===== src/rtl/acc_alu_ctrl_pkg.sv =====
// Shared constants for the accumulator/ALU controller: control-word bit map,
// opcode classes, ALU selects and FSM states.
package acc_alu_ctrl_pkg;

  localparam int CTRL_W = 28;

  localparam int CB_ROMRD      = 0;
  localparam int CB_ROMCS      = 1;
  localparam int CB_PCHBUS     = 2;
  localparam int CB_PCLBUS     = 3;
  localparam int CB_PCHCAR     = 4;
  localparam int CB_PCLCAR     = 5;
  localparam int CB_SELDATAPC  = 6;
  localparam int CB_DIRLOAD    = 7;
  localparam int CB_SPCTRL     = 9;
  localparam int CB_SELSP      = 10;
  localparam int CB_ALUSEL_LSB = 11;
  localparam int CB_REGSEL_LSB = 14;
  localparam int CB_OUTLOAD    = 16;
  localparam int CB_INEN       = 17;
  localparam int CB_RAMCS      = 18;
  localparam int CB_RAMRD      = 20;
  localparam int CB_REGLOAD    = 21;
  localparam int CB_REGEN      = 22;
  localparam int CB_ACCLOAD    = 23;
  localparam int CB_ACCEN      = 24;
  localparam int CB_ALUBUFLOAD = 25;
  localparam int CB_ALUEN      = 26;
  localparam int CB_EOI        = 27;

  localparam logic [2:0] OPC_NOP = 3'b000;
  localparam logic [2:0] OPC_LDA = 3'b001;
  localparam logic [2:0] OPC_OUT = 3'b010;
  localparam logic [2:0] OPC_ALU = 3'b011;
  localparam logic [2:0] OPC_STR = 3'b100;
  localparam logic [2:0] OPC_LDR = 3'b101;

  localparam logic [2:0] ALU_ADD = 3'b000;
  localparam logic [2:0] ALU_SUB = 3'b001;
  localparam logic [2:0] ALU_AND = 3'b010;
  localparam logic [2:0] ALU_OR  = 3'b011;
  localparam logic [2:0] ALU_XOR = 3'b100;
  localparam logic [2:0] ALU_NOT = 3'b101;
  localparam logic [2:0] ALU_INC = 3'b110;
  localparam logic [2:0] ALU_DEC = 3'b111;

  typedef enum logic [1:0] {
    ST_FETCH = 2'd0,
    ST_EXEC1 = 2'd1,
    ST_EXEC2 = 2'd2,
    ST_EOI   = 2'd3
  } state_t;

endpackage


===== src/rtl/acc_alu_ctrl_alu.sv =====
// Combinational ALU: result, carry/borrow and zero for the eight ALU selects.
module alu_core
  import acc_alu_ctrl_pkg::*;
#(
  parameter int DW = 8
) (
  input  logic [DW-1:0] a,
  input  logic [DW-1:0] b,
  input  logic [2:0]    sel,
  output logic [DW-1:0] result,
  output logic          c,
  output logic          z
);

  logic [DW:0] wide;

  // Top bit of the widened add/sub is carry-out, or borrow on wrap-below-zero.
  always_comb begin
    wide = '0;
    case (sel)
      ALU_ADD: wide = {1'b0, a} + {1'b0, b};
      ALU_SUB: wide = {1'b0, a} - {1'b0, b};
      ALU_AND: wide = {1'b0, a & b};
      ALU_OR:  wide = {1'b0, a | b};
      ALU_XOR: wide = {1'b0, a ^ b};
      ALU_NOT: wide = {1'b0, ~a};
      ALU_INC: wide = {1'b0, a} + (DW+1)'(1);
      ALU_DEC: wide = {1'b0, a} - (DW+1)'(1);
      default: wide = '0;
    endcase
  end

  assign result = wide[DW-1:0];
  assign c      = wide[DW];
  assign z      = (result == '0);

endmodule


===== src/rtl/acc_alu_ctrl.sv =====
// Accumulator controller: FETCH/EXEC1/EXEC2/EOI sequencer decoding one opcode
// byte into a 28-bit control word, with accumulator, ALU operand and flags.
module acc_alu_ctrl
  import acc_alu_ctrl_pkg::*;
#(
  parameter int DW = 8
) (
  input  logic              clk,
  input  logic              reset,
  input  logic [7:0]        instruction,
  input  logic [DW-1:0]     bus_in,
  output logic [DW-1:0]     bus_out,
  output logic              bus_oe,
  output logic [CTRL_W-1:0] ctrl_signals,
  output logic              sp_car,
  output logic [DW-1:0]     acc_buffer,
  output logic              flag_c,
  output logic              flag_z
);

  state_t        st, st_nxt;
  logic [7:0]    ir;
  logic [DW-1:0] acc, opb;
  logic          sp_pend;
  logic [2:0]    cls;
  logic [DW-1:0] alu_res;
  logic          alu_c, alu_z;
  logic          unused_ir;

  assign cls       = ir[7:5];
  assign unused_ir = ^ir[4:3];

  alu_core #(.DW(DW)) u_alu (
    .a      (acc),
    .b      (opb),
    .sel    (ir[2:0]),
    .result (alu_res),
    .c      (alu_c),
    .z      (alu_z)
  );

  always_ff @(posedge clk) begin
    if (reset) begin
      st      <= ST_FETCH;
      ir      <= '0;
      acc     <= '0;
      opb     <= '0;
      flag_c  <= 1'b0;
      flag_z  <= 1'b0;
      sp_pend <= 1'b1;
    end else begin
      st <= st_nxt;
      case (st)
        ST_FETCH: begin
          ir      <= instruction;
          sp_pend <= 1'b0;
        end
        ST_EXEC1: begin
          if (cls == OPC_LDA || cls == OPC_LDR) acc <= bus_in;
          if (cls == OPC_ALU)                   opb <= bus_in;
        end
        ST_EXEC2: begin
          acc    <= alu_res;
          flag_c <= alu_c;
          flag_z <= alu_z;
        end
        default: ;
      endcase
    end
  end

  always_comb begin
    st_nxt       = st;
    ctrl_signals = '0;
    bus_oe       = 1'b0;
    case (st)
      ST_FETCH: begin
        ctrl_signals[CB_ROMRD] = 1'b1;
        ctrl_signals[CB_ROMCS] = 1'b1;
        st_nxt                 = ST_EXEC1;
      end
      ST_EXEC1: begin
        st_nxt = ST_EOI;
        case (cls)
          OPC_LDA: begin
            ctrl_signals[CB_INEN]    = 1'b1;
            ctrl_signals[CB_ACCLOAD] = 1'b1;
          end
          OPC_OUT: begin
            ctrl_signals[CB_OUTLOAD] = 1'b1;
            ctrl_signals[CB_ACCEN]   = 1'b1;
            bus_oe                   = 1'b1;
          end
          OPC_ALU: begin
            ctrl_signals[CB_ALUBUFLOAD]        = 1'b1;
            ctrl_signals[CB_ALUSEL_LSB +: 3]   = ir[2:0];
            st_nxt                             = ST_EXEC2;
          end
          OPC_STR: begin
            ctrl_signals[CB_ACCEN]             = 1'b1;
            ctrl_signals[CB_REGLOAD]           = 1'b1;
            ctrl_signals[CB_REGSEL_LSB +: 2]   = ir[1:0];
            bus_oe                             = 1'b1;
          end
          OPC_LDR: begin
            ctrl_signals[CB_REGEN]             = 1'b1;
            ctrl_signals[CB_ACCLOAD]           = 1'b1;
            ctrl_signals[CB_REGSEL_LSB +: 2]   = ir[1:0];
          end
          default: ;  // NOP and reserved classes
        endcase
      end
      ST_EXEC2: begin
        ctrl_signals[CB_ALUEN]           = 1'b1;
        ctrl_signals[CB_ACCLOAD]         = 1'b1;
        ctrl_signals[CB_ALUSEL_LSB +: 3] = ir[2:0];
        st_nxt                           = ST_EOI;
      end
      ST_EOI: begin
        ctrl_signals[CB_EOI] = 1'b1;
        st_nxt               = ST_FETCH;
      end
      default: st_nxt = ST_FETCH;
    endcase
    // Outputs go quiet the moment reset is seen, not one edge later.
    if (reset) begin
      ctrl_signals = '0;
      bus_oe       = 1'b0;
    end
  end

  assign bus_out    = bus_oe ? acc : '0;
  assign sp_car     = sp_pend && (st == ST_FETCH) && !reset;
  assign acc_buffer = acc;

endmodule


===== config.mk =====
export PLATFORM = sky130hd
export DESIGN_NAME = acc_alu_ctrl
export DESIGN_NICKNAME = d
export VERILOG_FILES = /design/src/rtl/acc_alu_ctrl_pkg.sv /design/src/rtl/acc_alu_ctrl_alu.sv /design/src/rtl/acc_alu_ctrl.sv
export SDC_FILE = /design/constraint.sdc
export NUM_CORES = 1
export LEC_CHECK = 0
export ABC_AREA = 0
export CAP_MARGIN = 40
export CORE_ASPECT_RATIO = 1.5
export CORE_MARGIN = 1
export CORE_UTILIZATION = 51
export DETAILED_ROUTE_END_ITERATION = 10
export PLACE_DENSITY = 0.88
export SLEW_MARGIN = 20
export SYNTH_ARGS = -nofsm -noshare
export SYNTH_HDL_FRONTEND = slang
export SYNTH_SLANG_ARGS = --single-unit
export TNS_END_PERCENT = 30

===== constraint.sdc =====
create_clock -name clk -period 3.89 [get_ports clk]
set_input_delay 0.389 -clock clk [delete_from_list [all_inputs] [get_ports clk]]
set_output_delay 0.389 -clock clk [all_outputs]
set_load 0.02 [all_outputs]

==> qor.yml <==
die:
  core.rowCount: 32
  core-area_um2: 5165
  die_area_um2: 5666
  die_w_um: 61.80
  die_y_um: 91.69
  start_util_pct: 52.96
  ios: 66
placed_design:
  dp_cells: 480
  dpl.hpwl_um: 5886
  place_ws_ps: 467.7
  routabilityCongestion: 0.8954
  port_buffers: 51
cts:
  cts_hold_buf: 0
  cts_max_path_buffers: 2
  clock_sinks: 27
  postCtsSetupBuffers: 0
  numCtsBuffers: 3
  cts_tree: "built"
  post_cts_resized: 0
  htreeDepth: 1
  cts-root-buf: "clkbuf_8"
  clk_latency_ps: 280
  clkTransAtPathRegs_ps: 90
logic_synthesis:
  yosysMostFrequentCell: "nor2_1"
  syn-instance-count: 373
  syn_area_um2: 2735
  synth.area.top_cells: "dfxtp_1, ha_1, a21oi_1, nor2_1, nand2_1"
  avgSynthCellArea_um2: 7.333
  synth_top_area_share_pct: 19.76
  synth_common_cells: "nor2_1, nand2_1, a21oi_1, ha_1, dfxtp_1"
  async_flop_share_pct: 0
  yosysTopAreaCell: "dfxtp_1"
  yosysWarnings: 0
  ys_ff_latch: 27
  yosysSeqAreaShare_pct: 19.76
  synth_edf_count: 0
  yosys_most_used_dff: "dfxtp_1"
  yosysUniqueCellTypes: 54
setup_path:
  ff2ff_path_depth: 13
  crit_required_ps: 4050
  cp.arrival_ps: 3680
  reg2reg_from: "ir[0]"
  critPathLaunchType: "flip-flop"
  cp_max_fo: 16
  worstSetupPathType: "flip-flop to flip-flop"
  r2r_slack_ps: 370
  cp-end-kind: "flip-flop"
  worstReg2RegEnd: "acc_buffer[7]"
grt:
  grt_max_degree: 33
  grt_pass1_vias: 2660
  overflow: 0
  antenna_found_initial: 0
  grt_pass1_wl_um: 12180
  grtUsageTotal_pct: 28.56
route:
  avgRoutedWirePerCell_um: 15.65
  vias: 2853
  final_antenna_net_count: 0
  drc: 0
  drt_wl_total_um: 7573
  first_pass_iters: 5
  drtIter0Drc: 124
  viasPerCell: 5.895
layout:
  nFillCells: 434
  drive_gt1_share_pct: 6.250
  seq_area_um2: 540.5
  final_cell_count_no_fill: 484
  nNetsFinal: 466
  n_antenna_cell: 0
  multi_input_area_um2: 1958
  area_growth_pct: 20.45
sta:
  relSlewSlack_pct: 44.03
  fin_ws_ps: 375.0
  drv_slew: 0
  tightest_slew_ps: 839.5
  timing.fmax_mhz: 284.5
  fin_setup_tns_ps: 0
  period_share_pct: 90.36
  hold_viol_final: 0
  skew_ps: 7.052
  rsz0062_at_grt: "false"
  setup_viol: 0
  period_needed_ps: 3515
run_status:
  status: "finished, final reports clean"
hold_path:
  hold_class: "flip-flop to flip-flop"
  hold_path_startpoint: "sp_pend"
  min_to: "sp_pend"
  holdPathStages: 1
power:
  ir_drop_uv: 399.0
  powerDensity_nw_per_um2: 588.5
  p_leak_nw: 1.318
flow_run:
  drv_cap: 0
-- stage by stage --
| step | power (mW) | hold WS [ps] | area, um^2 | utilization (%) |
|---|---|---|---|---|
| global placement | 1.710 | 435.6 | 3248 | 62.89 |
| detailed placement | 1.756 | 439.9 | 3248 | 62.89 |
| global route | 2.075 | 487.0 | 3294 | 63.78 |
| finish | 1.939 | 475.0 | 3294 | 63.78 |
| CTS | 1.916 | 468.8 | 3294 | 63.78 |
| floorplan | 1.381 | 422.2 | 2776 | - |
-- layout by cell type (no fill, tap or decap), types with 2 or more instances in the layout --
cell and instances:
clkdlybuf4s50_1 51, nor2_1 38, nand2_1 35, a21oi_1 34
ha_1 30, dfxtp_1 27, inv_1 25, nor3_1 20
conb_1 12, mux2i_1 11, nor2b_1 10, o21ai_0 10
and2_1 10, o22ai_1 9, a211oi_1 9, nand3_1 7
nand2b_1 7, buf_4 7, o31ai_1 6, nor3b_1 4
xor2_1 4, o211ai_1 4, o2bb2ai_1 3, or2_2 3
o221ai_1 3, clkbuf_8 3, inv_2 2, a221oi_1 2
or4_1 2, a22oi_1 2, and2b_1 2, o311ai_1 2
a21o_1 2
-- registers in the layout, indices dropped and copies added, names as in the netlist --
register,count
flag_z,1
opb,8
ir,6
st,2
acc_buffer,8
sp_pend,1
flag_c,1
-- routing by layer --
layer,track usage (%),vias up,part of all wire (%)
met5,0,-,0
met4,15.19,0,3.9
met3,1.410,23,4.3
met2,51.16,125,54
met1,31.93,1330,37
li1,-,1375,-
-- critical path, stage by stage (launching register included) --
cell and delay (ps):
dfxtp_1 650, inv_1 170, buf_4 230, nor2_1 410, o31ai_1 140, a21oi_1 140
ha_1 280, and2_1 200, or4_1 400, o22ai_1 210, xor2_1 240, nor2_1 90
o221ai_1 170, a21oi_1 90
-- logic make-up (layout without fill, tap and decap cells) --
| group | Yosys count | in the layout | synth area share (%) |
|---|---|---|---|
| AND/OR/NAND/NOR | 146 | 146 | 26.85 |
| flip-flops | 27 | 27 | 19.76 |
| other | 1 | 12 | 0.1371 |
| AO/OA/AOI/OAI | 94 | 94 | 22.60 |
| XOR/XNOR | 5 | 5 | 1.601 |
| buffers and inverters | 57 | 89 | 10.16 |
| multiplexers | 12 | 12 | 4.437 |
| adder cells (fa/ha/maj) | 31 | 31 | 14.46 |
-- layout make-up --
class	count	area share, %
multi-input combinational	300	59.44
tap	68	2.583
sequential	27	16.41
timing repair buffer	58	17.09
inverter	27	3.076
clock inverter	1	0.1519
clock buffer	3	1.253
-- power by group --
group	leakage, nW	internal [mW]	switching (mW)
combinational	1.07	0.544	0.790
sequential	0.221	0.338	0.109
clock	0.0255	0.0719	0.0862
total	1.32	0.954	0.985
-- how the worst max path moves through the flow --
stage / slack [ps] / start / endpoint
2_1_floorplan: 1030 / ir[2] / flag_z
3_3_place_gp: 590 / ir[0] / acc_buffer[7]
3_5_place_dp: 470 / ir[0] / acc_buffer[7]
4_1_cts: 440 / ir[0] / acc_buffer[7]
5_1_grt: 190 / ir[0] / acc_buffer[7]
6_report: 370 / ir[0] / acc_buffer[7]
Note: power is estimated with default switching activity, not from simulation.
